--- src/rtl/datapath_bus.sv ---
// datapath_bus -- 16-bit single-bus datapath: register file, ALU and bus mux.
//
// A 4-bit source select places one register (or a memory read port) on the
// shared bus; per-register load, increment and clear strobes then update the
// registers on the next rising edge of clk. AC can also load the ALU result.
//
// Optional feature: define DATAPATH_R5_EN to add register R5 (load strobe
// bit 6, bus source 11). Without it, bit 6 of every strobe is ignored and
// source 11 drives zero.
//
// Ports:
//   clk, rst_n           clock, asynchronous active-low reset
//   read_en[3:0]         bus source select
//   write_en[15:0]       per-destination load strobes (bit 11 = DM write,
//                        bit 12 = ALU result into AC)
//   inc_en[15:0]         per-register increment strobes
//   clr_en[15:0]         per-register clear strobes
//   alu_op[2:0]          ALU operation code
//   halt                 freezes all register updates and DM writes
//   im_addr, im_rdata    instruction memory (address = PC)
//   dm_addr, dm_wdata,
//   dm_we, dm_rdata      data memory (address = AR, write data = bus)
//   z                    {15'b0, AC == 0}
//   instruction          IR[5:0]
//   bus                  current bus value
module datapath_bus (
  input  logic        clk,
  input  logic        rst_n,
  input  logic [3:0]  read_en,
  input  logic [15:0] write_en,
  input  logic [15:0] inc_en,
  input  logic [15:0] clr_en,
  input  logic [2:0]  alu_op,
  input  logic        halt,
  output logic [15:0] im_addr,
  input  logic [15:0] im_rdata,
  output logic [15:0] dm_addr,
  output logic [15:0] dm_wdata,
  output logic        dm_we,
  input  logic [15:0] dm_rdata,
  output logic [15:0] z,
  output logic [5:0]  instruction,
  output logic [15:0] bus
);

  typedef enum logic [3:0] {
    SRC_PC  = 4'd1,
    SRC_AR  = 4'd2,
    SRC_DR  = 4'd3,
    SRC_IR  = 4'd4,
    SRC_AC  = 4'd5,
    SRC_R   = 4'd6,
    SRC_R1  = 4'd7,
    SRC_R2  = 4'd8,
    SRC_R3  = 4'd9,
    SRC_R4  = 4'd10,
    SRC_R5  = 4'd11,
    SRC_DM  = 4'd12,
    SRC_IM  = 4'd13,
    SRC_AC2 = 4'd14
  } src_e;

  // Strobe bit positions shared by write_en, inc_en and clr_en.
  localparam int B_PC  = 1;
  localparam int B_AR  = 2;
  localparam int B_IR  = 3;
  localparam int B_AC  = 4;
  localparam int B_R   = 5;
  localparam int B_R5  = 6;
  localparam int B_R4  = 7;
  localparam int B_R3  = 8;
  localparam int B_R2  = 9;
  localparam int B_R1  = 10;
  localparam int B_DMW = 11;
  localparam int B_ALU = 12;

  logic [15:0] pc, ar, dr, ir, ac, r, r1, r2, r3, r4;
  logic [15:0] r5_val;
  logic [15:0] alu_y;

  // Clear beats load beats increment; increment wraps naturally at 16 bits.
  function automatic logic [15:0] next_val(input logic [15:0] cur,
                                           input logic [15:0] din,
                                           input logic clr,
                                           input logic wr,
                                           input logic inc);
    if (clr)      return 16'h0000;
    else if (wr)  return din;
    else if (inc) return cur + 16'h0001;
    else          return cur;
  endfunction

  // NOTE: every output of a combinational block gets a default first so no
  // path leaves it unassigned, otherwise synthesis infers a latch.
  always_comb begin
    bus = 16'h0000;
    case (read_en)
      SRC_PC:  bus = pc;
      SRC_AR:  bus = ar;
      SRC_DR:  bus = dr;
      SRC_IR:  bus = ir;
      SRC_AC:  bus = ac;
      SRC_R:   bus = r;
      SRC_R1:  bus = r1;
      SRC_R2:  bus = r2;
      SRC_R3:  bus = r3;
      SRC_R4:  bus = r4;
      SRC_R5:  bus = r5_val;
      SRC_DM:  bus = dm_rdata;
      SRC_IM:  bus = im_rdata;
      SRC_AC2: bus = ac;
      default: bus = 16'h0000;
    endcase
  end

  always_comb begin
    alu_y = ac;
    case (alu_op)
      3'd1:    alu_y = ac + r;
      3'd2:    alu_y = ac - r;
      3'd3:    alu_y = ac * r;
      3'd4:    alu_y = {ac[14:0], 1'b0};
      default: alu_y = ac;
    endcase
  end

  // NOTE: sequential state uses non-blocking assignments so every register
  // samples the pre-edge values, letting simultaneous strobes all land together.
  // NOTE: the asynchronous reset clears every register immediately, without
  // waiting for a clock edge.
  always_ff @(posedge clk or negedge rst_n) begin
    if (!rst_n) begin
      pc <= '0;
      ar <= '0;
      dr <= '0;
      ir <= '0;
      ac <= '0;
      r  <= '0;
      r1 <= '0;
      r2 <= '0;
      r3 <= '0;
      r4 <= '0;
    end else if (!halt) begin
      pc <= next_val(pc, bus, clr_en[B_PC], write_en[B_PC], inc_en[B_PC]);
      ar <= next_val(ar, bus, clr_en[B_AR], write_en[B_AR], inc_en[B_AR]);
      ir <= next_val(ir, bus, clr_en[B_IR], write_en[B_IR], inc_en[B_IR]);
      r  <= next_val(r,  bus, clr_en[B_R],  write_en[B_R],  inc_en[B_R]);
      r1 <= next_val(r1, bus, clr_en[B_R1], write_en[B_R1], inc_en[B_R1]);
      r2 <= next_val(r2, bus, clr_en[B_R2], write_en[B_R2], inc_en[B_R2]);
      r3 <= next_val(r3, bus, clr_en[B_R3], write_en[B_R3], inc_en[B_R3]);
      r4 <= next_val(r4, bus, clr_en[B_R4], write_en[B_R4], inc_en[B_R4]);
      // The ALU result takes precedence over a bus load into AC.
      ac <= next_val(ac, write_en[B_ALU] ? alu_y : bus, clr_en[B_AC],
                     write_en[B_ALU] | write_en[B_AC], inc_en[B_AC]);
      // DR has no strobe: it captures memory whenever memory drives the bus.
      if (read_en == SRC_DM) dr <= dm_rdata;
    end
  end

`ifdef DATAPATH_R5_EN
  logic [15:0] r5;

  always_ff @(posedge clk or negedge rst_n) begin
    if (!rst_n)     r5 <= '0;
    else if (!halt) r5 <= next_val(r5, bus, clr_en[B_R5], write_en[B_R5], inc_en[B_R5]);
  end

  assign r5_val = r5;

  logic unused_strobes;
  assign unused_strobes = ^{write_en[15:13], write_en[0],
                            inc_en[15:11], inc_en[0],
                            clr_en[15:11], clr_en[0]};
`else
  assign r5_val = 16'h0000;

  logic unused_strobes;
  assign unused_strobes = ^{write_en[15:13], write_en[B_R5], write_en[0],
                            inc_en[15:11], inc_en[B_R5], inc_en[0],
                            clr_en[15:11], clr_en[B_R5], clr_en[0]};
`endif

  // Gated by rst_n so a write in flight is dropped the moment reset asserts.
  assign dm_we       = write_en[B_DMW] & ~halt & rst_n;
  assign dm_addr     = ar;
  assign dm_wdata    = bus;
  assign im_addr     = pc;
  assign z           = {15'b0, (ac == 16'h0000)};
  assign instruction = ir[5:0];

endmodule

--- config.mk ---
export PLATFORM = sky130hd
export DESIGN_NAME = datapath_bus
export DESIGN_NICKNAME = d
export VERILOG_FILES = /design/src/rtl/datapath_bus.sv
export SDC_FILE = /design/constraint.sdc
export NUM_CORES = 1
export LEC_CHECK = 0
export ABC_AREA = 1
export BUFFER_PORTS_ARGS = -buffer_cell sky130_fd_sc_hd__buf_2
export CORE_MARGIN = 10
export CORE_UTILIZATION = 40
export DETAILED_ROUTE_END_ITERATION = 7
export GPL_TIMING_DRIVEN = 0
export MAX_ROUTING_LAYER = met4
export PLACE_DENSITY = 0.62
export SLEW_MARGIN = 25
export SYNTH_ARGS = -nofsm -noshare
export SYNTH_HDL_FRONTEND = slang
export SYNTH_SLANG_ARGS = --single-unit
--- constraint.sdc ---
create_clock -name clk -period 5.72 [get_ports clk]
set_input_delay 1.144 -clock clk [delete_from_list [all_inputs] [get_ports clk]]
set_output_delay 1.144 -clock clk [all_outputs]
set_load 0.01 [all_outputs]
==> flow_summary.yaml <==
logic_synthesis:
  yosys.area_share.xor_xnor: 0.0683
  synth.most_common_cell: "nand2_1"
  synth_compound_area_frac: 0.189
  yosys.area_share.simple: 0.210
  syn_area_per_cell_sq_um: 7.13
  synth_fa_ha_area_frac: 0.151
  muxShareOfSynthArea: 0.00330
  synth_area_sq_um: 17100
  postSynthCellCount: 2392
  yosysTopAreaCell: "dfrtp_1"
  synth_top_area_frac: 0.235
  async_flop_share: 1.00
  yosysSeqAreaShare: 0.235
  ys_seq_elements: 160
  synth_common_cells: "nand2_1 (441), inv_1 (435), o21ai_0 (254), dfrtp_1 (160), nor2_1 (123)"
  synth_edf_count: 0
  synth_area_leaders: "dfrtp_1 (23%), nand2_1 (9.7%), inv_1 (9.6%), fa_1 (9.5%), o21ai_0 (7.5%)"
  synth_cell_types: 60
  synth_top_family_by_area: "simple AND/OR/NAND/NOR gates"
  ys.flop_type: "dfrtp_1"
  synth-warning-count: 0
power:
  vdd_drop_max_mv: 0.229
  cellLeakagePower_uw: 0.0102
  power_uw: 5330
  power_density_nw_per_um2: 267
drt:
  drt_iter0_markers: 1725
  drt-vias-per-instance: 5.59
  drt.antenna.violating_nets: 0
  wirelength_um: 69700
  drc: 0
  num_vias: 17600
  drtPass1Iterations: 5
  wire_per_inst_um: 22.1
worst_setup_path:
  crit_arrival_ps: 5920
  r2r-start: "r[3]"
  critical_path.max_fanout: 8
  crit_type: "register to register"
  critical_path.endpoint_type: "register"
  cp_cell_sequence: "buf_6 -> buf_8 -> nand2_1 -> inv_1 -> fa_1 -> inv_1 -> fa_1 -> inv_1 -> fa_1 -> fa_1 -> inv_1 -> fa_1 -> fa_1 -> inv_1 -> ha_4 -> nand4_1 -> o311ai_4 -> nand3_1 -> nand3_2 -> nand2_2 -> nand3_2 -> nand2_1 -> nand2_1 -> nand2_1"
  crit_top_cell: "fa_1"
  crit_path_start: "r[3]"
  critical_path.max_stage_delay_ps: 600
  cp.required_ps: 6070
  worstSetupStartpointType: "register"
  crit_slowest_cell: "fa_1"
die:
  ios: 177
  die_x_um: 226
  core_area_sq_um: 42000
  initial_utilization: 0.406
  die_height_um: 226
  num_rows: 75
  die_area_sq_um: 51300
place:
  portBuffers: 141
  dpl.hpwl_um: 52800
  gp_congestion: 1.00
  placed_area_sq_um: 18600
timing:
  grt_setup_unrepaired: "true"
  drv_slew: 0
  relSlewSlack: 0.256
  post-route-period-util: 0.973
  hold_violations: 0
  period_minus_slack_ps: 5570
  max_freq_mhz: 180
  skew_ps: 10.5
  tightest_slew_ps: 1110
  finalSetupViolations: 0
worst_hold_path:
  hold_start: "dr[11]"
  hold_class: "register to register"
clocking:
  htreeDepth: 4
  cts_tree: "yes"
  clk_path_buf_depth: 2
  cts_buffers: 17
  clk_pin_slew_ps: 70
  insertion_delay_ps: 460
  cts_sinks: 160
  clockRootBuffer: "clkbuf_16"
grt:
  grt_usage: 0.271
  grt_pass1_vias: 16900
  grt_overflow: 0
  grt_pass1_wl_um: 102000
  antenna_found_initial: 0
  grt_max_degree: 84
cells_and_area:
  drive_gt1_frac: 0.181
  multiInputGateArea_sq_um: 11000
  register_area_sq_um: 4020
  nFillCells: 4204
  fin_nets: 2856
  n_antenna_cell: 0
  area_growth_pct: 17.2
  design_area_sq_um: 20000
status:
  status: "finished, final reports clean"
job:
  max_cap_viol_count: 0
state kept, by name, summed over array words and instances (netlist names):
register	cells
r3	16
im_addr	16
r2	16
r1	16
ac	16
dm_addr	16
r4	16
ir	16
r	16
dr	16
power breakdown:
group | total, uW | internal (uW) | switching, uW
Sequential | 1470 | 1280 | 190
Combinational | 2670 | 975 | 1700
Clock | 1190 | 693 | 497
metrics by stage:
step	TNS [ps]	std cells	utilization	hold slack, ps	setup WS, ps
detailed placement	-3590	3089	0.441	474	-1020
finish	0	3159	0.476	494	155
CTS	0	3132	0.465	494	0.228
global route	-229	3159	0.476	517	-75.3
floorplan	0	2406	-	453	197
global placement	-3350	3086	0.440	469	-1010
repair_timing:
| item | CTS | global route |
|---|---|---|
| hold buffers | 0 | 0 |
| pin swaps | 18 | 59 |
| setup endpoints to repair | 7 | 6 |
| resized for setup | 78 | 85 |
| setup buffers | 21 | 33 |
worst paths after layout:
path                              end  slack (ps)  depth (start not counted)
setup / recovery               ac[15]         150                         24
hold / removal                 dr[11]         490                          2
setup reg to reg               ac[15]         150                         24
hold reg to reg                dr[11]         490                          2
max in group asynchronous      ac[11]        4180                          2
min in group asynchronous  im_addr[0]         650                          1
metal layers:
metal / GRT usage / vias up / wire [um]
met1: 0.340 / 8515 / 28400
met3: 0.0288 / 155 / 5030
met4: 0.119 / 0 / 3160
met2: 0.437 / 864 / 33100
met5: - / - / 0
li1: - / 8111 / -
area by class of cell:
type,instances,area share
Buffer,111,0.0381
Clock buffer,24,0.0251
Clock inverter,6,0.00401
Inverter,471,0.0889
Multi-Input combinational cell,1650,0.548
Sequential cell,160,0.201
Tap cell,539,0.0337
Timing Repair Buffer,198,0.0608
cells by family (layout without fill, tap and decap cells):
group,after synthesis,count (layout)
AOI/OAI and AO/OA,566,566
xor gates and xnor gates,133,133
adders and majority gates,157,157
buffers and inverters,596,810
DFF,160,160
muxes,5,5
other,1,15
and+or+nand+nor,774,774
layout by cell type (no fill, tap or decap), drive strengths merged, types with 15 or more instances in the layout:
master / n
xor2: 122
nor4: 23
fa: 81
ha: 76
nor3: 43
clkbuf: 69
inv: 462
o21ai: 286
buf: 264
o211ai: 21
nand3: 92
nor2: 142
nand2: 446
conb: 15
o22ai: 77
dfrtp: 160
a21oi: 113
critical path: cells and delay by family (launching register included):
kind                     cells  cell delay, ps
flip-flops                   1             410
AO/OA/AOI/OAI                1             360
buffers and inverters        7             570
AND/OR/NAND/NOR              9             780
adder cells (fa/ha/maj)      7            3330
No activity file was read; power rests on OpenSTA's default activity.
